**src/rtl/empty_flag_calc.sv**
```systemverilog
// Read-side pointer and flag logic for a dual-clock FIFO: binary read pointer,
// registered Gray pointer for the write domain, and empty/level/underflow status.
module empty_flag_calc #(
  parameter int ADDR      = 4,
  parameter int AE_THRESH = 2
) (
  input  logic            rd_clk,
  input  logic            rst,
  input  logic            rd_en,
  input  logic            clr_err,
  input  logic [ADDR:0]   sync_wr_ptr,
  output logic [ADDR-1:0] rd_add,
  output logic [ADDR:0]   gr_rd_ptr,
  output logic            empty_flag,
  output logic            almost_empty_flag,
  output logic [ADDR:0]   rd_level,
  output logic            underflow,
  output logic            underflow_sticky
);

  localparam logic [ADDR:0] AeThresh = AE_THRESH[ADDR:0];

  logic [ADDR:0] rd_ptr_q, rd_ptr_d;
  logic [ADDR:0] gray_q, gray_d;
  logic [ADDR:0] level_q, level_d;
  logic          empty_q, empty_d;
  logic          aempty_q, aempty_d;
  logic          uf_q, uf_d;
  logic          sticky_q, sticky_d;
  logic [ADDR:0] bin_wr_ptr;
  logic          acc;

  // Acceptance looks only at the registered empty flag, keeping the
  // synchronised write pointer off the accept path.
  always_comb begin
    bin_wr_ptr       = '0;
    bin_wr_ptr[ADDR] = sync_wr_ptr[ADDR];
    for (int i = ADDR - 1; i >= 0; i--) begin
      bin_wr_ptr[i] = bin_wr_ptr[i+1] ^ sync_wr_ptr[i];
    end

    acc      = rd_en & ~empty_q;
    rd_ptr_d = rd_ptr_q + {{ADDR{1'b0}}, acc};
    gray_d   = rd_ptr_d ^ (rd_ptr_d >> 1);
    level_d  = bin_wr_ptr - rd_ptr_d;
    empty_d  = (rd_ptr_d == bin_wr_ptr);
    aempty_d = (level_d <= AeThresh);
    uf_d     = rd_en & empty_q;
    sticky_d = sticky_q;
    if (uf_d) begin
      sticky_d = 1'b1;
    end else if (clr_err) begin
      sticky_d = 1'b0;
    end
  end

  always_ff @(posedge rd_clk) begin
    if (rst) begin
      rd_ptr_q <= '0;
      gray_q   <= '0;
      level_q  <= '0;
      empty_q  <= 1'b1;
      aempty_q <= 1'b1;
      uf_q     <= 1'b0;
      sticky_q <= 1'b0;
    end else begin
      rd_ptr_q <= rd_ptr_d;
      gray_q   <= gray_d;
      level_q  <= level_d;
      empty_q  <= empty_d;
      aempty_q <= aempty_d;
      uf_q     <= uf_d;
      sticky_q <= sticky_d;
    end
  end

  assign rd_add            = rd_ptr_q[ADDR-1:0];
  assign gr_rd_ptr         = gray_q;
  assign empty_flag        = empty_q;
  assign almost_empty_flag = aempty_q;
  assign rd_level          = level_q;
  assign underflow         = uf_q;
  assign underflow_sticky  = sticky_q;

endmodule

```
**config.mk**
```make
export PLATFORM = sky130hd
export DESIGN_NAME = empty_flag_calc
export DESIGN_NICKNAME = d
export VERILOG_FILES = /design/src/rtl/empty_flag_calc.sv
export SDC_FILE = /design/constraint.sdc
export NUM_CORES = 1
export LEC_CHECK = 0
export ABC_CLOCK_PERIOD_IN_PS = 4100
export CAP_MARGIN = 25
export CORE_MARGIN = 3
export CORE_UTILIZATION = 42
export DETAILED_ROUTE_END_ITERATION = 16
export GPL_ROUTABILITY_DRIVEN = 0
export PLACE_DENSITY = 0.73
export SETUP_SLACK_MARGIN = 0.2
export SYNTH_ARGS = -nofsm -noshare
export SYNTH_HDL_FRONTEND = slang
export SYNTH_SLANG_ARGS = --single-unit
```
**constraint.sdc**
```tcl
create_clock -name rd_clk -period 4.1 [get_ports rd_clk]
set_input_delay 1.23 -clock rd_clk [delete_from_list [all_inputs] [get_ports rd_clk]]
set_output_delay 1.23 -clock rd_clk [all_outputs]
set_load 0.05 [all_outputs]
```
==> results by group, run 1 <==
Outcome
  – Status: finished, final reports clean

Routing
  – Drt pass-1 iters: 4
  – Iteration-0 DRC Markers: 8
  – Vias: around 630
  – DR vias/cell: 4.63
  – DR DRC count: 0
  – Detailed-route wire length per cell: 11.5 microns
  – WL final: 1550 microns
  – Post-DRT Antenna Nets: 0

Timing
  – Clk_skew: 0.00559 ns
  – Fmax: 284 MHz
  – Final Worst Setup Slack: 0.573 ns
  – Hold Vio Cnt, Final: 0
  – Slew @ Worst Pin: 0.616 ns
  – Rel. slew slack: 0.588
  – Slew Limit Fails: 0
  – Fin crit period: 3.53 ns
  – Tcrit/Tclk final: 0.860
  – Finish-stage setup viols: 0
  – Hold WS: 0.473 ns
  – Fin Setup TNS: 0 ns
  – RSZ-0062 raised after global routing: no

Synth
  – YS warnings: 0
  – Post-synth cell types: 22
  – Syn Nets: 97
  – Post-synthesis cell count: 81
  – Synthesized area per cell: 10.6 sq um
  – Synthesized cell area: 860 sq um
  – #FFs+latches synth: 18
  – Sequential share of the synthesized area: 0.419

Global routing
  – Largest net degree at the start of global routing: 18
  – Remaining Overflow, GRT: 0
  – Total GRT Usage: 0.132
  – Vias in the first global route: 611
  – First-pass GRT wire length: 2630 microns
  – Initial antenna violation count: 0

Worst setup path
  – Critical path, cell by cell: clkdlybuf4s50_1, xor2_2, xnor2_2, xnor2_1, xnor2_1, ha_1, inv_1, fa_1, a31oi_2, xnor2_1, a221oi_2
  – Crit path top cell by count: xnor2_1
  – Worst EP arrival: 3.73 ns
  – Critical Path Source Type: primary input
  – Setup crit end kind: flip-flop
  – Slowest cell on crit path: clkdlybuf4s50_1
  – Worst path required time: roughly 4.3 ns
  – CP Max Fanout: 3
  – Crit Path Category: in2reg
  – Crit-path max cell delay: 0.54 ns
  – Crit-path leading delay family: XOR/XNOR gates
  – Crit path buf inv count: 2

Floorplanning
  – Row cnt: 15
  – Initial core utilization: 0.472
  – Die height: 51.2 microns
  – Ports: 27
  – Horiz. Die Dim: 51.2 microns
  – Core box area: 0.00182 sq mm
  – Die Area: 0.00263 sq mm

Clock tree
  – Total CTS buffers: 3
  – Post-CTS sizing: 0
  – H-tree depth: 1
  – Post-CTS Setup Inserts: 0
  – Clk buf depth: 2
  – Clock sink total: 18
  – Clock latency on the worst-skew pair: 0.28 ns
  – Reg clk slew, reported paths: approximately 0.090 ns
  – Hold buffers post-CTS: 0
  – CTS tree: yes
  – Root Buffer: clkbuf_4

Layout
  – Layout cells sized above 1: 0.118
  – Layout area overhead: 37.4%
  – N_diodes: 0
  – Fin nets: 128

Place
  – Port Buffers: 26
  – Pre-CTS setup slack: about 0.26 ns
  – Detailed placement HPWL: 1280 microns

Power and ir drop
  – Power Density: 417 mW/mm^2
  – Worst VDD drop: 0.300 mV
  – Leakage: 0.470 nW
  – Design Power: 0.000492 W

Worst hold path
  – Worst Hold Class: reg2reg

Run
  – Max_cap viols: 0
worst paths after layout:
| path | depth (start not counted) | from | slack, ns | to |
|---|---|---|---|---|
| worst max register to register | 10 | empty_flag$_SDFF_PP1_ | 1.76 | almost_empty_flag$_SDFF_PP1_ |
| worst min-delay path | 2 | underflow_sticky$_SDFFE_PP0P_ | 0.47 | underflow_sticky$_SDFFE_PP0P_ |
| worst min register to register | 2 | underflow_sticky$_SDFFE_PP0P_ | 0.47 | underflow_sticky$_SDFFE_PP0P_ |
| worst max-delay path | 11 | sync_wr_ptr[4] | 0.57 | almost_empty_flag$_SDFF_PP1_ |
cells in the mapped netlist:
cell,count,area (sq um)
xor2_1,3,26.3
xnor2_1,10,87.6
a21oi_1,2,10.0
nand3_2,1,10.0
nand3_1,3,15.0
nor2_1,13,48.8
xor2_2,2,32.5
a221oi_2,1,15.0
fa_1,1,20.0
nand2b_1,1,6.26
nor2b_1,2,12.5
clkbuf_1,2,7.51
and2_1,1,6.26
ha_1,6,75.1
a31oi_2,1,12.5
xnor2_2,2,32.5
a21o_1,3,22.5
nand2_1,2,7.51
o21ai_0,1,5.00
inv_1,5,18.8
dfxtp_1,18,360
xnor2_4,1,27.5
worst register-to-register path, cell delays in order (launching register included):
cell,delay (ns)
dfxtp_1,0.35
nor2b_1,0.05
ha_1,0.21
ha_1,0.32
inv_1,0.11
ha_1,0.32
a21o_1,0.17
a21o_1,0.20
xnor2_1,0.19
nand3_1,0.12
a221oi_2,0.20
kinds of logic after synthesis:
group	after synthesis	synth area share
xor+xnor	18	0.240
fa+ha+maj	7	0.111
buf+inv	7	0.0306
flops	18	0.419
simple gates	23	0.124
compound gates	8	0.0757
registers in the layout, summed over array words and instances, names as in the netlist:
| signal | count |
|---|---|
| almost_empty_flag | 1 |
| rd_ptr_q | 5 |
| underflow_sticky | 1 |
| rd_level | 5 |
| underflow | 1 |
| empty_flag | 1 |
| gr_rd_ptr | 4 |
stage by stage:
step / cells / util / cell area (sq um)
global route: 135 / 0.649 / 1180
global placement: 132 / 0.636 / 1160
finish: 135 / 0.649 / 1180
floorplan: 81 / - / 860
detailed placement: 132 / 0.636 / 1160
CTS: 135 / 0.649 / 1180
area by class of cell:
type	instances	area (sq um)
inverters	5	18.8
multi-input cells	56	473
flip-flops and latches	18	360
well taps	25	31.3
repair buffers	28	275
fillers	160	639
clock buffers	3	22.5
routing by layer:
metal	track usage	wire [microns]	vias up	part of all wire
met3	0.0204	71	0	0.046
met1	0.154	674	288	0.43
met4	0.0524	0	0	0
met5	0	0	-	0
li1	-	-	319	-
met2	0.238	804	18	0.52
power breakdown:
part / leakage [nW] / internal [W] / switching [W]
registers: 0.148 / 0.000193 / 0.00000551
clock network: 0.0138 / 0.0000341 / 0.0000493
logic: 0.309 / 0.0000833 / 0.000127
total: 0.470 / 0.000311 / 0.000181
cells in the final DEF (no fill, tap or decap):
| master | n |
|---|---|
| fa_1 | 1 |
| inv_1 | 5 |
| clkbuf_4 | 3 |
| buf_4 | 2 |
| nor2_1 | 13 |
| xor2_1 | 3 |
| xor2_2 | 2 |
| xnor2_1 | 10 |
| nand2_1 | 2 |
| nand3_2 | 1 |
| nand2b_1 | 1 |
| a31oi_2 | 1 |
| o21ai_0 | 1 |
| ha_1 | 6 |
| and2_1 | 1 |
| nand3_1 | 3 |
| a21o_1 | 3 |
| dfxtp_1 | 18 |
| a21oi_1 | 2 |
| xnor2_2 | 2 |
| xnor2_4 | 1 |
| nor2b_1 | 2 |
| clkdlybuf4s50_1 | 26 |
| a221oi_2 | 1 |
No activity file was read; power rests on OpenSTA's default activity.
==> inputs of run 2 (changes only) <==
--- a/config.mk
+++ b/config.mk
@@ -7,12 +7,14 @@
 export LEC_CHECK = 0
 export ABC_CLOCK_PERIOD_IN_PS = 4100
 export CAP_MARGIN = 25
+export CELL_PAD_IN_SITES_DETAIL_PLACEMENT = 1
+export CELL_PAD_IN_SITES_GLOBAL_PLACEMENT = 2
 export CORE_MARGIN = 3
-export CORE_UTILIZATION = 42
+export CORE_UTILIZATION = 27
 export DETAILED_ROUTE_END_ITERATION = 16
 export GPL_ROUTABILITY_DRIVEN = 0
-export PLACE_DENSITY = 0.73
-export SETUP_SLACK_MARGIN = 0.2
+export PLACE_DENSITY_LB_ADDON = 0.1
+export SETUP_SLACK_MARGIN = 0.15
 export SYNTH_ARGS = -nofsm -noshare
 export SYNTH_HDL_FRONTEND = slang
 export SYNTH_SLANG_ARGS = --single-unit
==> run 2 against run 1 <==
  * First-iteration DRC count increased by 100%
  * Total power decreased by 0.17%
  * Die area increased by 48%
  * Worst hold slack improved by 0.0053 ns
  * Clock skew decreased by 0.0038 ns
  * Critical path depth unchanged
  * Flip-flop and latch count unchanged
  * Routed wire length increased by 11%
  * Via count decreased by 1.9%
  * Clock power increased by 2%
  * Maximum frequency decreased by 4.9%
  * Critical path type unchanged
  * Largest cell class unchanged
  * Highest routed layer is now met4
==> results by group, run 2 (synthesis gave the netlist of run 1 again) <==
Outcome
  – Status: finished, final reports clean

Floorplanning
  – Core box area: 0.00290 sq mm (+59%)
  – Ports: 27 (unchanged)
  – Horiz. Die Dim: 62.4 microns (+22%)
  – Die Area: 0.00390 sq mm (+48%)
  – Initial core utilization: 0.296 (-0.176)
  – Row cnt: 19 (+4)
  – Die height: 62.4 microns (+22%)

Clock tree
  – Total CTS buffers: 3 (unchanged)
  – Clock sink total: 18 (unchanged)
  – Post-CTS sizing: 0 (unchanged)
  – CTS tree: yes
  – Reg clk slew, reported paths: 0.10 ns (about the same)
  – Post-CTS Setup Inserts: 0 (unchanged)
  – Clk buf depth: 2 (unchanged)
  – Hold buffers post-CTS: 0 (unchanged)
  – Root Buffer: clkbuf_4
  – H-tree depth: 1 (unchanged)
  – Clock latency on the worst-skew pair: 0.28 ns (about the same)

Routing
  – Vias: 613 (-1.9%)
  – Drt pass-1 iters: 4 (unchanged)
  – Iteration-0 DRC Markers: 16 (+8)
  – DR vias/cell: 4.03 (-13%)
  – Detailed-route wire length per cell: 11.3 microns (-1.8%)
  – Post-DRT Antenna Nets: 0 (unchanged)
  – DR DRC count: 0 (unchanged)
  – WL final: 1710 microns (+11%)

Worst setup path
  – Setup crit end kind: flip-flop
  – Crit Path Category: in2reg
  – Worst EP arrival: 3.91 ns (+0.18 ns)
  – Launch point of the worst path: sync_wr_ptr[4]
  – Crit-path leading delay family: XOR/XNOR gates
  – Critical Path Stages: 11 (unchanged)
  – Critical path, cell by cell: clkdlybuf4s50_1, xor2_2, xnor2_2, xnor2_1, xnor2_1, ha_1, inv_1, fa_1, a31oi_2, xnor2_1, a221oi_2
  – Reg-to-reg endpoint: almost_empty_flag$_SDFF_PP1_
  – Worst path required time: 4.30 ns (about the same)
  – Slowest cell on crit path: clkdlybuf4s50_1
  – R2R cell count: 10 (unchanged)
  – Critical Path Source Type: primary input
  – RR Startpoint: empty_flag$_SDFF_PP1_
  – Crit path top cell by count: xnor2_1
  – Worst setup endpoint: almost_empty_flag$_SDFF_PP1_
  – Crit path buf inv count: 2 (unchanged)
  – Crit-path max cell delay: 0.54 ns (about the same)
  – R2R setup slack: 1.73 ns (-0.03 ns)
  – CP Max Fanout: 3 (unchanged)

Worst hold path
  – Worst Hold Class: reg2reg

Layout
  – Fin nets: 128 (unchanged)
  – Layout cells sized above 1: 0.118 (unchanged)
  – FILL cells: 338 (+110%)
  – Most frequent cells in the layout: clkdlybuf4s50_1, dfxtp_1, nor2_1
  – Layout area overhead: 39.9%
  – N_diodes: 0 (unchanged)
  – Most common cell after layout, fill and taps aside: clkdlybuf4s50_1
  – Non-filler cells, final: 152 (+13%)

Power and ir drop
  – Worst VDD drop: 0.193 mV (-35%)
  – Seq pwr share: 0.405 (about the same)
  – Switching share of power: 0.373 (+0.00428)
  – Power Density: 409 mW/mm^2 (-1.9%)
  – Leakage: 0.470 nW (-0.14%)
  – Clk pwr share: 0.173 (+0.004)
  – Net switching power: 0.000183 W (+0.99%)
  – Pint: 0.000308 W (-0.85%)
  – Comb pwr share: 0.422 (-0.005)

Timing
  – Fmax: 270 MHz (-4.9%)
  – RSZ-0062 raised after global routing: no
  – Fin crit period: 3.71 ns (+0.182 ns)
  – Tcrit/Tclk final: 0.905 (+0.0443)
  – Rel. slew slack: 0.598 (+0.0101)
  – Slew @ Worst Pin: 0.601 ns (-0.0152 ns)
  – Hold Vio Cnt, Final: 0 (unchanged)
  – Finish-stage setup viols: 0 (unchanged)
  – Slew Limit Fails: 0 (unchanged)
  – Clk_skew: 0.00181 ns (-0.00378 ns)
  – Fin Setup TNS: 0 ns (unchanged)

Place
  – Detailed placement HPWL: 1400 microns (+9.3%)
  – Port Buffers: 26 (unchanged)
  – Placed Instances: 149 (+13%)

Global routing
  – Largest net degree at the start of global routing: 18 (unchanged)
  – Remaining Overflow, GRT: 0 (unchanged)
  – Vias in the first global route: 668 (+9.3%)
  – Initial antenna violation count: 0 (unchanged)
  – First-pass GRT wire length: 3190 microns (+21%)
  – Total GRT Usage: 0.102 (-0.0294)

Run
  – Max_cap viols: 0 (unchanged)
-- run 2: worst reg2reg max path, cell delays in order (launching register included) --
cell	delay, ns
dfxtp_1	0.36
nor2b_1	0.06
ha_1	0.20
ha_1	0.31
inv_1	0.11
ha_1	0.33
a21o_1	0.17
a21o_1	0.20
xnor2_1	0.21
nand3_1	0.13
a221oi_2	0.21
-- run 2: cell type report --
| class | instances | area [sq um] | area share |
|---|---|---|---|
| multi-input combinational | 56 | 473 | 0.393 |
| inverter | 5 | 18.8 | 0.0156 |
| clock buffer | 3 | 22.5 | 0.0187 |
| sequential | 18 | 360 | 0.300 |
| timing repair buffer | 28 | 275 | 0.229 |
| tap | 42 | 52.6 | 0.0437 |
-- run 2: worst min-delay path by stage --
stage,startpoint,end,cells past startpoint
after detailed placement,empty_flag$_SDFF_PP1_,underflow$_SDFF_PP0_,2
after CTS,empty_flag$_SDFF_PP1_,underflow$_SDFF_PP0_,2
after floorplan,empty_flag$_SDFF_PP1_,underflow$_SDFF_PP0_,2
after global routing,empty_flag$_SDFF_PP1_,underflow$_SDFF_PP0_,2
final,empty_flag$_SDFF_PP1_,underflow$_SDFF_PP0_,2
after global placement,underflow_sticky$_SDFFE_PP0P_,underflow_sticky$_SDFFE_PP0P_,2
-- run 2: stage by stage --
stage	instance area [sq um]	hold slack (ns)	setup slack, ns	total power [W]	util
finish	1200	0.478	0.391	0.000491	0.415
detailed placement	1180	0.470	0.0940	0.000413	0.407
CTS	1200	0.484	0.385	0.000498	0.415
global route	1200	0.524	0.161	0.000525	0.415
floorplan	860	0.689	0.844	0.000350	-
global placement	1180	0.465	0.195	0.000412	0.407
-- run 2: layer usage --
layer  wire, microns  vias to the layer above  part of all wire  track usage
met4              18                        0             0.011       0.0413
met2             775                       13              0.45        0.156
met1             818                      281              0.48        0.134
met3             101                        2             0.059       0.0324
met5               0                        -                 0            0
li1                -                      317                 -            -
-- run 2: power by group through the flow --
stage / logic (W) / clock network [W] / registers, W
global route: 0.000225 / 0.0000978 / 0.000202
global placement: 0.000209 / 0 / 0.000203
finish: 0.000207 / 0.0000851 / 0.000199
floorplan: 0.0000813 / 0 / 0.000269
detailed placement: 0.000209 / 0 / 0.000204
CTS: 0.000210 / 0.0000885 / 0.000200
==> inputs of run 3 (changes only) <==
--- a/config.mk
+++ b/config.mk
@@ -9,7 +9,7 @@
 export CAP_MARGIN = 25
 export CELL_PAD_IN_SITES_DETAIL_PLACEMENT = 1
 export CELL_PAD_IN_SITES_GLOBAL_PLACEMENT = 2
-export CORE_MARGIN = 3
+export CORE_MARGIN = 4
 export CORE_UTILIZATION = 27
 export DETAILED_ROUTE_END_ITERATION = 16
 export GPL_ROUTABILITY_DRIVEN = 0
==> run 3 against run 2 <==
  * Sequential share of layout area decreased by 0.40 points
  * Total power is 4.5% higher
  * First-iteration DRC count stayed put
  * Non-clock buffer count stayed put
  * Clock skew down 0.00053 ns
  * Largest cell class unchanged
  * Sequential power is essentially flat
  * Worst hold slack barely moved
  * Core utilization decreased by 1.5 points
==> results by group, run 3 (synthesis gave the netlist of run 1 again) <==
Floorplanning
  – Core box area: 0.00305 sq mm (+5.3%)
  – Row cnt: 20 (+1)
  – Initial core utilization: 0.282 (-0.0148)
  – Die height: 64.4 microns (+3.2%)
  – Horiz. Die Dim: 64.4 microns (+3.2%)
  – Ports: 27 (unchanged)
  – Die Area: 0.00415 sq mm (+6.5%)

Clock tree
  – Reg clk slew, reported paths: 0.10 ns (about the same)
  – Hold buffers post-CTS: 0 (unchanged)
  – Post-CTS Setup Inserts: 0 (unchanged)
  – Clock latency on the worst-skew pair: 0.28 ns (about the same)
  – H-tree depth: 1 (unchanged)
  – Clock sink total: 18 (unchanged)
  – Clk buf depth: 2 (unchanged)
  – Total CTS buffers: 3 (unchanged)
  – CTS tree: yes
  – Root Buffer: clkbuf_4
  – Post-CTS sizing: 0 (unchanged)

Routing
  – Detailed-route wire length per cell: 10.9 microns (-3.1%)
  – DR DRC count: 0 (unchanged)
  – WL final: 1690 microns (-1.2%)
  – Post-DRT Antenna Nets: 0 (unchanged)
  – DR vias/cell: 3.98 (-1.3%)
  – Drt pass-1 iters: 2 (-2)
  – Vias: 617 (+0.65%)
  – Iteration-0 DRC Markers: 16 (unchanged)

Power and ir drop
  – Worst VDD drop: 0.105 mV (-46%)
  – Power Density: 421 mW/mm^2 (+3.1%)
  – Leakage: 0.477 nW (+1.5%)
  – Design Power: 0.000514 W (+4.5%)

Timing
  – Rel. slew slack: 0.600 (+0.00215)
  – Clk_skew: 0.00129 ns (-0.000527 ns)
  – RSZ-0062 raised after global routing: no
  – Slew @ Worst Pin: 0.598 ns (-0.00322 ns)
  – Hold Vio Cnt, Final: 0 (unchanged)
  – Tcrit/Tclk final: 0.896 (-0.00835)
  – Final Worst Setup Slack: 0.426 ns (+0.0342 ns)
  – Fmax: 272 MHz (+0.93%)
  – Finish-stage setup viols: 0 (unchanged)
  – Fin Setup TNS: 0 ns (unchanged)
  – Slew Limit Fails: 0 (unchanged)
  – Fin crit period: 3.67 ns (-0.0342 ns)

Worst setup path
  – Setup crit end kind: flip-flop
  – Crit path top cell by count: xnor2_1
  – Critical path, cell by cell: clkdlybuf4s50_1, xor2_2, xnor2_2, xnor2_1, xnor2_1, ha_1, inv_1, fa_1, a31oi_2, xnor2_1, a221oi_2
  – Critical Path Source Type: primary input
  – Crit path buf inv count: 2 (unchanged)
  – Worst EP arrival: 3.88 ns (-0.03 ns)
  – CP Max Fanout: 3 (unchanged)
  – Crit-path leading delay family: XOR/XNOR gates
  – Slowest cell on crit path: clkdlybuf4s50_1
  – Worst path required time: 4.31 ns (about the same)
  – Crit-path max cell delay: 0.54 ns (about the same)
  – Crit Path Category: in2reg

Layout
  – Most frequent cells in the layout: clkdlybuf4s50_1, dfxtp_1, nor2_1
  – N_diodes: 0 (unchanged)
  – FILL cells: 362 (+7.1%)
  – Layout cells sized above 1: 0.126 (+0.00794)
  – Layout area overhead: 41.8%
  – Most common cell after layout, fill and taps aside: clkdlybuf4s50_1
  – Fin nets: 128 (unchanged)

Global routing
  – Remaining Overflow, GRT: 0 (unchanged)
  – Total GRT Usage: 0.0934 (-0.00899)
  – Largest net degree at the start of global routing: 18 (unchanged)
  – Vias in the first global route: 641 (-4.0%)
  – First-pass GRT wire length: 2970 microns (-6.7%)
  – Initial antenna violation count: 0 (unchanged)

Worst hold path
  – Worst Hold Class: reg2reg

Place
  – Detailed placement HPWL: 1440 microns (+2.8%)
  – Pre-CTS setup slack: 0.0775 ns (-0.0165 ns)
  – Port Buffers: 26 (unchanged)

Outcome
  – Status: finished, final reports clean

Run
  – Max_cap viols: 0 (unchanged)
run 3: per-stage QoR:
| step | hold slack [ns] | instances | area [sq um] | utilization |
|---|---|---|---|---|
| 3_3_place_gp | 0.466 | 151 | 1180 | 0.387 |
| 3_5_place_dp | 0.474 | 151 | 1180 | 0.387 |
| 4_1_cts | 0.489 | 155 | 1220 | 0.399 |
| 6_report | 0.478 | 155 | 1220 | 0.399 |
| 5_1_grt | 0.505 | 155 | 1220 | 0.399 |
| 2_1_floorplan | 0.689 | 81 | 860 | - |
run 3: final timing paths:
path                            startpoint                             to  slack (ns)  cells after the start
max                         sync_wr_ptr[4]   almost_empty_flag$_SDFF_PP1_        0.43                     11
min reg2reg  underflow_sticky$_SDFFE_PP0P_  underflow_sticky$_SDFFE_PP0P_        0.48                      2
min          underflow_sticky$_SDFFE_PP0P_  underflow_sticky$_SDFFE_PP0P_        0.48                      2
max reg2reg          empty_flag$_SDFF_PP1_   almost_empty_flag$_SDFF_PP1_        1.73                     10
run 3: tightest hold or removal path: stages, from the launching register on:
cell,delay (ns)
dfxtp_1,0.32
nand2b_1,0.06
a21oi_1,0.06
run 3: cell type report:
cell class | count | area [sq um] | area share
Multi-Input combinational cell | 56 | 473 | 0.388
Sequential cell | 18 | 360 | 0.296
Timing Repair Buffer | 28 | 275 | 0.226
Tap cell | 44 | 55.1 | 0.0452
Clock buffer | 4 | 36.3 | 0.0298
Inverter | 5 | 18.8 | 0.0154
run 3: report_power, final:
part	switching (W)	internal (W)	total, W
sequential	0.00000552	0.000193	0.000199
clock	0.0000542	0.0000540	0.000108
combinational	0.000126	0.0000809	0.000207
run 3: per-layer routing:
metal | GRT usage | routed length, microns | share of wire | up-vias
li1 | - | - | - | 318
met1 | 0.121 | 799 | 0.47 | 284
met2 | 0.148 | 793 | 0.47 | 13
met3 | 0.0173 | 71 | 0.042 | 2
met4 | 0.0475 | 29 | 0.017 | 0
met5 | 0 | 0 | 0 | -
